===== config.mk =====
export PLATFORM = sky130hd
export DESIGN_NAME = pipe_stall_ctrl_flat
export DESIGN_NICKNAME = d
export VERILOG_FILES = /design/src/rtl/pipe_stall_ctrl_pkg.sv /design/src/rtl/pipe_stall_ctrl_if.sv /design/src/rtl/pipe_stall_ctrl_sat_counter.sv /design/src/rtl/pipe_stall_ctrl.sv /design/src/flat_wrapper.sv
export SDC_FILE = /design/constraint.sdc
export NUM_CORES = 1
export LEC_CHECK = 0
export CAP_MARGIN = 40
export CORE_UTILIZATION = 36
export CTS_CLUSTER_DIAMETER = 80
export DETAILED_ROUTE_END_ITERATION = 10
export GPL_TIMING_DRIVEN = 0
export SLEW_MARGIN = 20
export SYNTH_ARGS = -nofsm -noshare
export SYNTH_HDL_FRONTEND = slang
export SYNTH_SLANG_ARGS = --single-unit

===== constraint.sdc =====
create_clock -name clk_i -period 6.75 [get_ports clk_i]
set_input_delay 2.025 -clock clk_i [delete_from_list [all_inputs] [get_ports clk_i]]
set_output_delay 2.025 -clock clk_i [all_outputs]
set_load 0.02 [all_outputs]

===== src/rtl/pipe_stall_ctrl_pkg.sv =====
// pipe_ctrl_pkg
// Shared types and helpers for the pipeline stall controller.
//   state_e          : controller state (RUN, WAIT, ERROR)
//   MEM_TIMEOUT_DFLT : default WAIT-cycle budget before a memory timeout
//   wait_cnt_width() : width of the WAIT-cycle counter for a given budget,
//                      $clog2(MEM_TIMEOUT+1)
package pipe_ctrl_pkg;

  typedef enum logic [1:0] {
    RUN   = 2'd0,
    WAIT  = 2'd1,
    ERROR = 2'd2
  } state_e;

  localparam int unsigned MEM_TIMEOUT_DFLT = 255;

  function automatic int unsigned wait_cnt_width(input int unsigned timeout);
    return $clog2(timeout + 1);
  endfunction

endpackage


===== src/rtl/pipe_stall_ctrl_if.sv =====
// pipe_stall_ctrl_if
// Bundles every controller signal except clock and reset.
//   Inputs to the controller : start_i, MemRead_i, MemWrite_i, mem_ack_i,
//                              LoadUse_i, BranchTaken_i
//   Outputs of the controller: mem_req_o, pc/if_id/id_ex/ex_mem/mem_wb enables,
//                              if_id/id_ex flushes, mem_timeout_o,
//                              stall_cnt_o[CNT_W], busy_o
// master = controller side, slave = pipeline / memory side.
interface pipe_stall_ctrl_if #(
  parameter int unsigned CNT_W = 32
);
  logic             start_i;
  logic             MemRead_i;
  logic             MemWrite_i;
  logic             mem_ack_i;
  logic             LoadUse_i;
  logic             BranchTaken_i;
  logic             mem_req_o;
  logic             pc_en_o;
  logic             if_id_en_o;
  logic             id_ex_en_o;
  logic             ex_mem_en_o;
  logic             mem_wb_en_o;
  logic             if_id_flush_o;
  logic             id_ex_flush_o;
  logic             mem_timeout_o;
  logic [CNT_W-1:0] stall_cnt_o;
  logic             busy_o;

  modport master (
    input  start_i, MemRead_i, MemWrite_i, mem_ack_i, LoadUse_i, BranchTaken_i,
    output mem_req_o, pc_en_o, if_id_en_o, id_ex_en_o, ex_mem_en_o, mem_wb_en_o,
           if_id_flush_o, id_ex_flush_o, mem_timeout_o, stall_cnt_o, busy_o
  );

  modport slave (
    output start_i, MemRead_i, MemWrite_i, mem_ack_i, LoadUse_i, BranchTaken_i,
    input  mem_req_o, pc_en_o, if_id_en_o, id_ex_en_o, ex_mem_en_o, mem_wb_en_o,
           if_id_flush_o, id_ex_flush_o, mem_timeout_o, stall_cnt_o, busy_o
  );
endinterface


===== src/rtl/pipe_stall_ctrl_sat_counter.sv =====
// sat_counter
// Up-counter that sticks at all-ones instead of wrapping.
//   i_clk   : clock
//   i_rst_n : asynchronous active-low reset, clears the count
//   i_clr   : synchronous clear, wins over i_inc
//   i_inc   : add one this cycle (ignored once saturated)
//   o_cnt   : current count [W]
module sat_counter #(
  parameter int unsigned W = 8
) (
  input  logic         i_clk,
  input  logic         i_rst_n,
  input  logic         i_clr,
  input  logic         i_inc,
  output logic [W-1:0] o_cnt
);

  logic [W-1:0] r_cnt;

  always_ff @(posedge i_clk or negedge i_rst_n) begin
    if (!i_rst_n) begin
      r_cnt <= '0;
    end else if (i_clr) begin
      r_cnt <= '0;
    end else if (i_inc && (r_cnt != '1)) begin
      r_cnt <= r_cnt + 1'b1;
    end
  end

  assign o_cnt = r_cnt;

endmodule


===== src/rtl/pipe_stall_ctrl.sv =====
// pipe_stall_ctrl
// Sequencing controller for the 5-stage pipeline: drives per-stage load
// enables and bubble flushes, freezes the pipeline while a data-memory access
// is outstanding, resolves load-use and taken-branch hazards, flags a sticky
// memory timeout and counts stall cycles.
//   clk_i   : clock, rising edge
//   rst_n_i : asynchronous active-low reset
//   bus     : pipe_stall_ctrl_if.master (hazard/memory inputs, enables,
//             flushes, mem_req_o, mem_timeout_o, stall_cnt_o, busy_o)
// All outputs except mem_timeout_o and stall_cnt_o are combinational from the
// state and the current inputs.
module pipe_stall_ctrl
  import pipe_ctrl_pkg::*;
#(
  parameter int unsigned MEM_TIMEOUT = MEM_TIMEOUT_DFLT,
  parameter int unsigned CNT_W       = 32
) (
  input logic               clk_i,
  input logic               rst_n_i,
  pipe_stall_ctrl_if.master bus
);

  localparam int unsigned       WAIT_W    = wait_cnt_width(MEM_TIMEOUT);
  localparam logic [WAIT_W-1:0] WAIT_LAST = WAIT_W'(MEM_TIMEOUT - 1);
  // Enable order {pc, if_id, id_ex, ex_mem, mem_wb}: load-use holds the front
  // two stages and lets the rest advance behind a bubble.
  localparam logic [4:0]        EN_LOAD_USE = 5'b00111;

  state_e            r_state;
  logic              r_mem_timeout;
  logic [WAIT_W-1:0] w_wait_cnt;
  logic [CNT_W-1:0]  w_stall_cnt;
  logic              w_mem_op;
  logic              w_req;
  logic [4:0]        w_en;
  logic              w_if_id_flush;
  logic              w_id_ex_flush;
  logic              w_stall_inc;

  assign w_mem_op = bus.MemRead_i | bus.MemWrite_i;

  always_ff @(posedge clk_i or negedge rst_n_i) begin
    if (!rst_n_i) begin
      r_state       <= RUN;
      r_mem_timeout <= 1'b0;
    end else begin
      case (r_state)
        RUN: begin
          if (bus.start_i && w_mem_op && !bus.mem_ack_i) r_state <= WAIT;
        end
        WAIT: begin
          // A late ack on the would-be timeout edge still completes the access.
          if (bus.mem_ack_i) begin
            r_state <= RUN;
          end else if (w_wait_cnt == WAIT_LAST) begin
            r_state       <= ERROR;
            r_mem_timeout <= 1'b1;
          end
        end
        ERROR:   r_state <= ERROR;
        default: r_state <= RUN;
      endcase
    end
  end

  // Priority: memory stall, then load-use, then taken branch.
  always_comb begin
    w_req         = 1'b0;
    w_en          = '0;
    w_if_id_flush = 1'b0;
    w_id_ex_flush = 1'b0;
    if (rst_n_i) begin
      case (r_state)
        RUN: begin
          if (bus.start_i) begin
            if (w_mem_op) begin
              w_req = 1'b1;
              if (bus.mem_ack_i) w_en = '1;
            end else if (bus.LoadUse_i) begin
              w_en          = EN_LOAD_USE;
              w_id_ex_flush = 1'b1;
            end else begin
              w_en          = '1;
              w_if_id_flush = bus.BranchTaken_i;
            end
          end
        end
        WAIT: begin
          w_req = 1'b1;
          if (bus.mem_ack_i) w_en = '1;
        end
        default: ;
      endcase
    end
  end

  // start_i=0 in RUN idles the pipeline but is not a stall; WAIT always is.
  assign w_stall_inc = rst_n_i && !w_en[4] && (r_state != ERROR) &&
                       ((r_state == WAIT) || bus.start_i);

  sat_counter #(.W(WAIT_W)) u_wait_cnt (
    .i_clk   (clk_i),
    .i_rst_n (rst_n_i),
    .i_clr   (r_state != WAIT),
    .i_inc   ((r_state == WAIT) && !bus.mem_ack_i),
    .o_cnt   (w_wait_cnt)
  );

  sat_counter #(.W(CNT_W)) u_stall_cnt (
    .i_clk   (clk_i),
    .i_rst_n (rst_n_i),
    .i_clr   (1'b0),
    .i_inc   (w_stall_inc),
    .o_cnt   (w_stall_cnt)
  );

  assign bus.mem_req_o     = w_req;
  assign bus.pc_en_o       = w_en[4];
  assign bus.if_id_en_o    = w_en[3];
  assign bus.id_ex_en_o    = w_en[2];
  assign bus.ex_mem_en_o   = w_en[1];
  assign bus.mem_wb_en_o   = w_en[0];
  assign bus.if_id_flush_o = w_if_id_flush;
  assign bus.id_ex_flush_o = w_id_ex_flush;
  assign bus.mem_timeout_o = r_mem_timeout;
  assign bus.stall_cnt_o   = w_stall_cnt;
  assign bus.busy_o        = rst_n_i && (r_state == WAIT);

endmodule


===== src/flat_wrapper.sv =====
// flat-port wrapper written by rule: the top's interface ports become plain ports
module pipe_stall_ctrl_flat import pipe_ctrl_pkg::*;
#(
  parameter int unsigned MEM_TIMEOUT = MEM_TIMEOUT_DFLT,
  parameter int unsigned CNT_W       = 32
)
  (clk_i, rst_n_i, bus_start_i, bus_MemRead_i, bus_MemWrite_i, bus_mem_ack_i, bus_LoadUse_i, bus_BranchTaken_i, bus_mem_req_o, bus_pc_en_o, bus_if_id_en_o, bus_id_ex_en_o, bus_ex_mem_en_o, bus_mem_wb_en_o, bus_if_id_flush_o, bus_id_ex_flush_o, bus_mem_timeout_o, bus_stall_cnt_o, bus_busy_o);
  pipe_stall_ctrl_if #(.CNT_W(CNT_W)) bus_i ();
  input logic clk_i;
  input logic rst_n_i;
  input wire logic [$bits(bus_i.start_i)-1:0] bus_start_i;
  input wire logic [$bits(bus_i.MemRead_i)-1:0] bus_MemRead_i;
  input wire logic [$bits(bus_i.MemWrite_i)-1:0] bus_MemWrite_i;
  input wire logic [$bits(bus_i.mem_ack_i)-1:0] bus_mem_ack_i;
  input wire logic [$bits(bus_i.LoadUse_i)-1:0] bus_LoadUse_i;
  input wire logic [$bits(bus_i.BranchTaken_i)-1:0] bus_BranchTaken_i;
  output wire logic [$bits(bus_i.mem_req_o)-1:0] bus_mem_req_o;
  output wire logic [$bits(bus_i.pc_en_o)-1:0] bus_pc_en_o;
  output wire logic [$bits(bus_i.if_id_en_o)-1:0] bus_if_id_en_o;
  output wire logic [$bits(bus_i.id_ex_en_o)-1:0] bus_id_ex_en_o;
  output wire logic [$bits(bus_i.ex_mem_en_o)-1:0] bus_ex_mem_en_o;
  output wire logic [$bits(bus_i.mem_wb_en_o)-1:0] bus_mem_wb_en_o;
  output wire logic [$bits(bus_i.if_id_flush_o)-1:0] bus_if_id_flush_o;
  output wire logic [$bits(bus_i.id_ex_flush_o)-1:0] bus_id_ex_flush_o;
  output wire logic [$bits(bus_i.mem_timeout_o)-1:0] bus_mem_timeout_o;
  output wire logic [$bits(bus_i.stall_cnt_o)-1:0] bus_stall_cnt_o;
  output wire logic [$bits(bus_i.busy_o)-1:0] bus_busy_o;
  assign bus_i.start_i = bus_start_i;
  assign bus_i.MemRead_i = bus_MemRead_i;
  assign bus_i.MemWrite_i = bus_MemWrite_i;
  assign bus_i.mem_ack_i = bus_mem_ack_i;
  assign bus_i.LoadUse_i = bus_LoadUse_i;
  assign bus_i.BranchTaken_i = bus_BranchTaken_i;
  assign bus_mem_req_o = bus_i.mem_req_o;
  assign bus_pc_en_o = bus_i.pc_en_o;
  assign bus_if_id_en_o = bus_i.if_id_en_o;
  assign bus_id_ex_en_o = bus_i.id_ex_en_o;
  assign bus_ex_mem_en_o = bus_i.ex_mem_en_o;
  assign bus_mem_wb_en_o = bus_i.mem_wb_en_o;
  assign bus_if_id_flush_o = bus_i.if_id_flush_o;
  assign bus_id_ex_flush_o = bus_i.id_ex_flush_o;
  assign bus_mem_timeout_o = bus_i.mem_timeout_o;
  assign bus_stall_cnt_o = bus_i.stall_cnt_o;
  assign bus_busy_o = bus_i.busy_o;
  pipe_stall_ctrl #(.MEM_TIMEOUT(MEM_TIMEOUT), .CNT_W(CNT_W)) u_core (.clk_i(clk_i), .rst_n_i(rst_n_i), .bus(bus_i));
endmodule

; ---- After elaboration in Yosys (flattened, before gate mapping)
; Index checks and enable logic that the tools add are counted.
; Widths: inputs -> output; s select.
[classes]
n_addsub = 2
n_eq_ne = 9
muxes = 26
n_bitwise = 2
reduce_logical = 16
[op_table]
columns = operator, n
row1 = $add 32x1->32 const B, 1
row2 = $ne 32x32->1 const B, 1
row3 = $mux 5, 5
row4 = $mux 8, 2
row5 = $mux 1, 13
row6 = $pmux 5 s2, 1
row7 = $logic_and 1x1->1, 9
row8 = $add 8x1->8 const B, 1
row9 = $eq 8x8->1 const B, 1
row10 = $ne 8x8->1 const B, 1
row11 = $mux 2, 3
row12 = $pmux 2 s3, 1
row13 = $ne 2x1->1 const B, 2
row14 = $ne 3x2->1 const B, 1
row15 = $reduce_and 3->1, 1
row16 = $eq 2x1->1 const B, 1
row17 = $eq 2x2->1 const B, 1
row18 = $logic_not 1->1, 2
row19 = $logic_not 2->1, 1
row20 = $ne 2x2->1 const B, 1
row21 = $pmux 1 s2, 1
row22 = $reduce_and 2->1, 1
row23 = $reduce_bool 2->1, 1
row24 = $logic_or 1x1->1, 1
row25 = 2 further kinds, 2
[word_totals]
regBits = 43
input_bits = 8

; ---- Longest topological paths before layout
[depth]
depth_word = 10
depth_mapped = 6
mapped_depth_nobuf = 6

; ---- By module
; Synthesis repeated with hierarchy kept, for this count alone.
[unflattened]
cells_unflattened = 285
area_unflattened_um2 = 2627.5
[by_module_without_submodules]
columns = module, instances, cells_each, area_per_inst_um2, seq_area_each_um2
row1 = sat_counter (u_core.u_stall_cnt), 1, 198, 1854.3, 800.8
row2 = sat_counter (u_core.u_wait_cnt), 1, 49, 464.2, 200.2
row3 = pipe_stall_ctrl, 1, 38, 309.0, 75.1

; ---- Worst setup path after synthesis
; Ideal clock, no wire load.
[synth_timing]
path_type = input -> output
from = input bus_MemWrite_i
to = output bus_id_ex_en_o
t_arrival_ns = 4.159
required_ns = 4.725
slack_ns = 0.566
path_stages = 3
path_buffers = 1
path_cell_list = or3_1 > a2111oi_0 > buf_4
[synth_via]
elab_chain_len = 5
[synth_rtl]
columns = element, line
row1 = from (decl), flat_wrapper.sv:13  ; input wire logic [$bits(bus_i.MemWrite_i)-1:0] bus_MemWrite_i;
row2 = $or 1x1->1, pipe_stall_ctrl.sv:40  ; assign w_mem_op = bus.MemRead_i | bus.MemWrite_i;
row3 = $mux 5, pipe_stall_ctrl.sv:76  ; if (w_mem_op) begin
row4 = $mux 5, pipe_stall_ctrl.sv:75  ; if (bus.start_i) begin
row5 = $pmux 5 s2, pipe_stall_ctrl.sv:73  ; case (r_state)
row6 = $mux 5, pipe_stall_ctrl.sv:72  ; if (rst_n_i) begin
row7 = to (decl), flat_wrapper.sv:20  ; output wire logic [$bits(bus_i.id_ex_en_o)-1:0] bus_id_ex_en_o;
; No other way between the ends.

; ---- Worst setup path in the final report
; Ends and elaborated chain as after synthesis.

==> flow_summary.html <==
<table>
<tr><th>Metric</th><th>Value</th></tr>
<tr><th colspan="2">Run status</th></tr>
<tr><td>Run status</td><td>completed</td></tr>
<tr><th colspan="2">Power</th></tr>
<tr><td>Switching power of the nets</td><td>0.1881 mW</td></tr>
<tr><td>Combinational share of power</td><td>23.2%</td></tr>
<tr><td>Part of the total power dissipated in the clock network</td><td>26.6%</td></tr>
<tr><td>Switching part of the total power</td><td>31.44%</td></tr>
<tr><td>Ratio of total power to cell area</td><td>198.9 nW/um^2</td></tr>
<tr><td>Largest voltage drop on the vdd net</td><td>0.1017 mV</td></tr>
<tr><td>Sequential Power Share</td><td>50.3%</td></tr>
<tr><td>Design internal power</td><td>0.4101 mW</td></tr>
<tr><td>Total Power</td><td>0.5981 mW</td></tr>
<tr><td>Static leakage power</td><td>1.216 nW</td></tr>
<tr><th colspan="2">Logic synthesis</th></tr>
<tr><td>Sequential element share of the synthesized area</td><td>46.04%</td></tr>
<tr><td>Distinct cells, synth</td><td>44</td></tr>
<tr><td>YS warnings</td><td>0</td></tr>
<tr><td>Synth Register Bits</td><td>43</td></tr>
<tr><td>Gate count after technology mapping</td><td>225</td></tr>
<tr><td>Post-Synthesis Cell Area</td><td>2337 um^2</td></tr>
<tr><td>Prevailing post-synth register cell</td><td>sky130_fd_sc_hd__dfrtp_1</td></tr>
<tr><td>Most common cell in the synthesized netlist</td><td>sky130_fd_sc_hd__dfrtp_1</td></tr>
<tr><td>Share of async-settable or async-resettable flops after synthesis</td><td>100.0%</td></tr>
<tr><td>Most instantiated cells after synthesis</td><td>43 x sky130_fd_sc_hd__dfrtp_1, 31 x sky130_fd_sc_hd__xnor2_1, 21 x sky130_fd_sc_hd__nand4_1, 19 x sky130_fd_sc_hd__nand3_1, 15 x sky130_fd_sc_hd__nor2_1</td></tr>
<tr><td>Share of the synthesized area in the top cell type</td><td>46.04%</td></tr>
<tr><td>Leading post-synthesis cells by cell area</td><td>sky130_fd_sc_hd__dfrtp_1 46%, sky130_fd_sc_hd__xnor2_1 12%, sky130_fd_sc_hd__nand4_1 5.6%, sky130_fd_sc_hd__nand3_1 4.1%, sky130_fd_sc_hd__and3_1 2.9%</td></tr>
<tr><td>Top cell type by total area after synthesis</td><td>sky130_fd_sc_hd__dfrtp_1</td></tr>
<tr><td>Post-synthesis net count</td><td>236</td></tr>
<tr><td>Average footprint of a synthesized cell</td><td>10.39 um^2</td></tr>
<tr><td>Number of synthesized flops with an enable pin</td><td>0</td></tr>
<tr><th colspan="2">Critical path</th></tr>
<tr><td>Startpoint of the lowest-slack register-to-register path</td><td>u_core.u_stall_cnt.o_cnt[24]</td></tr>
<tr><td>Top Family by Delay on Critical Path</td><td>buffers and inverters</td></tr>
<tr><td>Type of destination of the critical path</td><td>output pin</td></tr>
<tr><td>Buffers &amp; Inverters on Critical Path</td><td>3</td></tr>
<tr><td>Critical path launch point type</td><td>input pin</td></tr>
<tr><td>Reg-to-reg critical path endpoint</td><td>u_core.u_stall_cnt.o_cnt[1]</td></tr>
<tr><td>Required @ worst endpoint</td><td>4.72 ns</td></tr>
<tr><td>Largest stage delay on the critical path</td><td>0.72 ns</td></tr>
<tr><td>Cells on worst reg2reg path</td><td>5</td></tr>
<tr><td>FF-to-FF setup slack</td><td>4.37 ns</td></tr>
<tr><td>Ordered list of cells on the worst path</td><td>clkdlybuf4s50_1 -&gt; or3_1 -&gt; a2111oi_0 -&gt; buf_4 -&gt; clkdlybuf4s50_1</td></tr>
<tr><td>Maximum fanout along the worst path</td><td>3</td></tr>
<tr><td>Critical-path cell with the highest stage delay</td><td>sky130_fd_sc_hd__a2111oi_0</td></tr>
<tr><td>Critical path type</td><td>in -&gt; out</td></tr>
<tr><td>Data arrival time of the critical path</td><td>4.40 ns</td></tr>
<tr><td>Cell repeated most along the worst path</td><td>sky130_fd_sc_hd__clkdlybuf4s50_1</td></tr>
<tr><th colspan="2">Final layout</th></tr>
<tr><td>Synth-to-layout area growth</td><td>28.69%</td></tr>
<tr><td>Count of antenna diodes in the layout</td><td>0</td></tr>
<tr><td>Layout Nets</td><td>292</td></tr>
<tr><td>Proportion of layout cells with a drive suffix above 1</td><td>9.220%</td></tr>
<tr><td>Area of all placed cells without fillers</td><td>3008 um^2</td></tr>
<tr><th colspan="2">Die</th></tr>
<tr><td>Total number of placement rows</td><td>28</td></tr>
<tr><td>Die outline width</td><td>82.58 um</td></tr>
<tr><td>Die span in y</td><td>82.58 um</td></tr>
<tr><td>Total Die Area</td><td>6819 um^2</td></tr>
<tr><td>Initial standard-cell utilization of the core</td><td>38.34%</td></tr>
<tr><td>IO Count</td><td>50</td></tr>
<tr><td>Standard cell core area</td><td>6096 um^2</td></tr>
<tr><th colspan="2">Clock tree</th></tr>
<tr><td>Reg clk slew, reported paths</td><td>0.08 ns</td></tr>
<tr><td>CTS Root Buffer Type</td><td>sky130_fd_sc_hd__clkbuf_8</td></tr>
<tr><td>Clock tree from TritonCTS</td><td>done</td></tr>
<tr><td>Setup repair bufs after CTS</td><td>0</td></tr>
<tr><td>Number of H-tree levels</td><td>2</td></tr>
<tr><td>Buffers from clock root to sink, at most</td><td>2</td></tr>
<tr><td>Hold-fix buffers, CTS</td><td>0</td></tr>
<tr><td>Number of CTS-inserted buffers</td><td>5</td></tr>
<tr><td>Clock Sink Count</td><td>43</td></tr>
<tr><td>Clock insertion delay at the later pin of the skew report</td><td>0.29 ns</td></tr>
<tr><td>Number of resized instances in the post-cts repair step</td><td>0</td></tr>
<tr><th colspan="2">Global route</th></tr>
<tr><td>Global routing met3 resource utilization</td><td>3.846%</td></tr>
<tr><td>Number of global-route vias before repair</td><td>1,808</td></tr>
<tr><td>GR Util All Layers</td><td>16.86%</td></tr>
<tr><td>Global routing met2 resource utilization</td><td>25.12%</td></tr>
<tr><td>Top Usage Layer GRT</td><td>met2</td></tr>
<tr><td>Met1 Resource Use GR</td><td>24.38%</td></tr>
<tr><td>GR Overflow Total</td><td>0</td></tr>
<tr><td>Antenna violations before repair</td><td>0</td></tr>
<tr><td>Global-route wire length before repair</td><td>8659 um</td></tr>
<tr><td>Maximum number of pins on one net before global-route repair</td><td>26</td></tr>
<tr><th colspan="2">Timing</th></tr>
<tr><td>Max transition margin</td><td>50.10%</td></tr>
<tr><td>Number of pins exceeding their max-slew limit in the final report</td><td>0</td></tr>
<tr><td>RSZ-0062 raised after global routing</td><td>no</td></tr>
<tr><td>Highest Clock Rate</td><td>155.7 MHz</td></tr>
<tr><td>Endpoints failing setup</td><td>0</td></tr>
<tr><td>Final Hold Fails</td><td>0</td></tr>
<tr><td>Clock period minus worst slack</td><td>6.422 ns</td></tr>
<tr><td>Pin slew with the least headroom to its limit</td><td>0.7297 ns</td></tr>
<tr><td>Fraction of the cycle the final worst path needs</td><td>95.14%</td></tr>
<tr><td>Clock skew</td><td>0.007309 ns</td></tr>
<tr><th colspan="2">Hold path</th></tr>
<tr><td>Number of cells on the worst hold path</td><td>1</td></tr>
<tr><td>Worst hold endpoint</td><td>u_core.bus.mem_timeout_o</td></tr>
<tr><td>Min-delay src</td><td>u_core.bus.mem_timeout_o</td></tr>
<tr><td>Type of the worst min-delay path</td><td>reg -&gt; reg</td></tr>
<tr><th colspan="2">Route</th></tr>
<tr><td>Number of DRC violations after detailed-routing iteration 0</td><td>79</td></tr>
<tr><td>Final ANT Viol Nets</td><td>0</td></tr>
<tr><td>Detailed Routing Iterations Pass 1</td><td>4</td></tr>
<tr><td>Per-cell routed wire length</td><td>14.86 um</td></tr>
<tr><td>Via Count</td><td>1,890</td></tr>
<tr><td>Number of design rule violations left after detail routing</td><td>0</td></tr>
<tr><td>Average vias per placed instance</td><td>5.294</td></tr>
<tr><td>Routed Wire Length</td><td>5304 um</td></tr>
<tr><th colspan="2">Place</th></tr>
<tr><td># port buffers</td><td>48</td></tr>
<tr><td>Placed inst area</td><td>2927 um^2</td></tr>
<tr><td>HPWL after detailed placement</td><td>3724 um</td></tr>
<tr><td>GP Congestion</td><td>0.7677</td></tr>
<tr><th colspan="2">Run</th></tr>
<tr><td>Max-cap violations</td><td>0</td></tr>
</table>
[cell usage in the layout (no fill, tap or decap), drive strengths merged]
cell type / netlist / routed
nand2: 13 / 13
nor2: 15 / 15
clkbuf: 4 / 11
o22a: 1 / 1
nor3: 7 / 7
a311oi: 2 / 2
nor4: 1 / 1
mux2i: 2 / 2
nand3: 20 / 20
nand4b: 1 / 1
xnor2: 31 / 31
inv: 5 / 5
ha: 3 / 3
xor2: 4 / 4
o21ai: 3 / 3
buf: 4 / 6
and2: 7 / 7
nor3b: 1 / 1
nor2b: 1 / 1
a21o: 1 / 1
a31oi: 1 / 1
a2111oi: 3 / 3
mux2: 1 / 1
a21oi: 3 / 3
a211oi: 2 / 2
dfrtp: 43 / 43
nand4: 23 / 23
or4: 1 / 1
or3: 1 / 1
clkinv: 0 / 1
nand2b: 3 / 3
and4: 4 / 4
clkdlybuf4s50: 0 / 47
and2b: 1 / 1
and3: 13 / 13
[worst register-to-register path, delay by kind of cell (launching register included)]
family | cells | cell delay [ns]
multiplexers | 1 | 0.31
flip-flops | 1 | 0.46
AND/OR/NAND/NOR | 4 | 1.49
[power groups by stage]
stage	sequential [mW]	combinational [mW]	clock, mW
2_1_floorplan	0.320	0.0571	0
5_1_grt	0.303	0.150	0.179
6_report	0.301	0.139	0.159
3_5_place_dp	0.305	0.140	0
4_1_cts	0.302	0.141	0.165
3_3_place_gp	0.305	0.138	0
[metal layers]
metal | vias up | wire, um
met5 | - | 0
met4 | 0 | 46
met3 | 5 | 313
met2 | 57 | 2334
met1 | 909 | 2609
li1 | 919 | -
[cell type report]
class | instances | area (um^2)
buffer | 8 | 42.54
clock buffer | 7 | 76.32
clock inverter | 1 | 5.005
fill | 600 | 3088
inverter | 5 | 18.77
multi-input combinational | 169 | 1200
sequential | 43 | 1076
tap | 75 | 93.84
timing repair buffer | 49 | 495.5
[state kept, by name (all words and copies together), names as in the netlist]
register	flops
u_core.u_wait_cnt.o_cnt	8
u_core.bus.mem_timeout_o	1
u_core.r_state	2
u_core.u_stall_cnt.o_cnt	32
[how the worst max path moves through the flow]
stage                         from         endpoint  slack, ns  depth (start not counted)
floorplan           bus_MemWrite_i   bus_id_ex_en_o       0.57                          3
global placement           rst_n_i  bus_mem_wb_en_o      -1.32                          5
detailed placement  bus_MemWrite_i   bus_id_ex_en_o       0.28                          5
CTS                 bus_MemWrite_i   bus_id_ex_en_o       0.28                          5
global route        bus_MemWrite_i   bus_id_ex_en_o       0.10                          5
finish              bus_MemWrite_i   bus_id_ex_en_o       0.33                          5
[kinds of logic after synthesis]
kind of cell    after synthesis  synth area share (%)
simple gates                112                 28.27
flops                        43                 46.04
xor+xnor                     35                 13.12
compound gates               16                 7.013
buf+inv                      13                 2.623
mux                           3                 1.338
fa+ha+maj                     3                 1.606
[per-stage QoR]
step	setup WS, ns	util [%]	cells	setup TNS, ns	hold WS, ns
finish	0.3281	49.34	357	0	0.4670
global route	0.1045	49.34	357	0	0.5115
detailed placement	0.2836	48.01	349	0	0.4573
global placement	-1.316	47.76	348	-6.894	0.4558
CTS	0.2782	49.34	357	0	0.4773
floorplan	0.5664	-	225	0	0.4640
(Power assumes the default switching activity.)
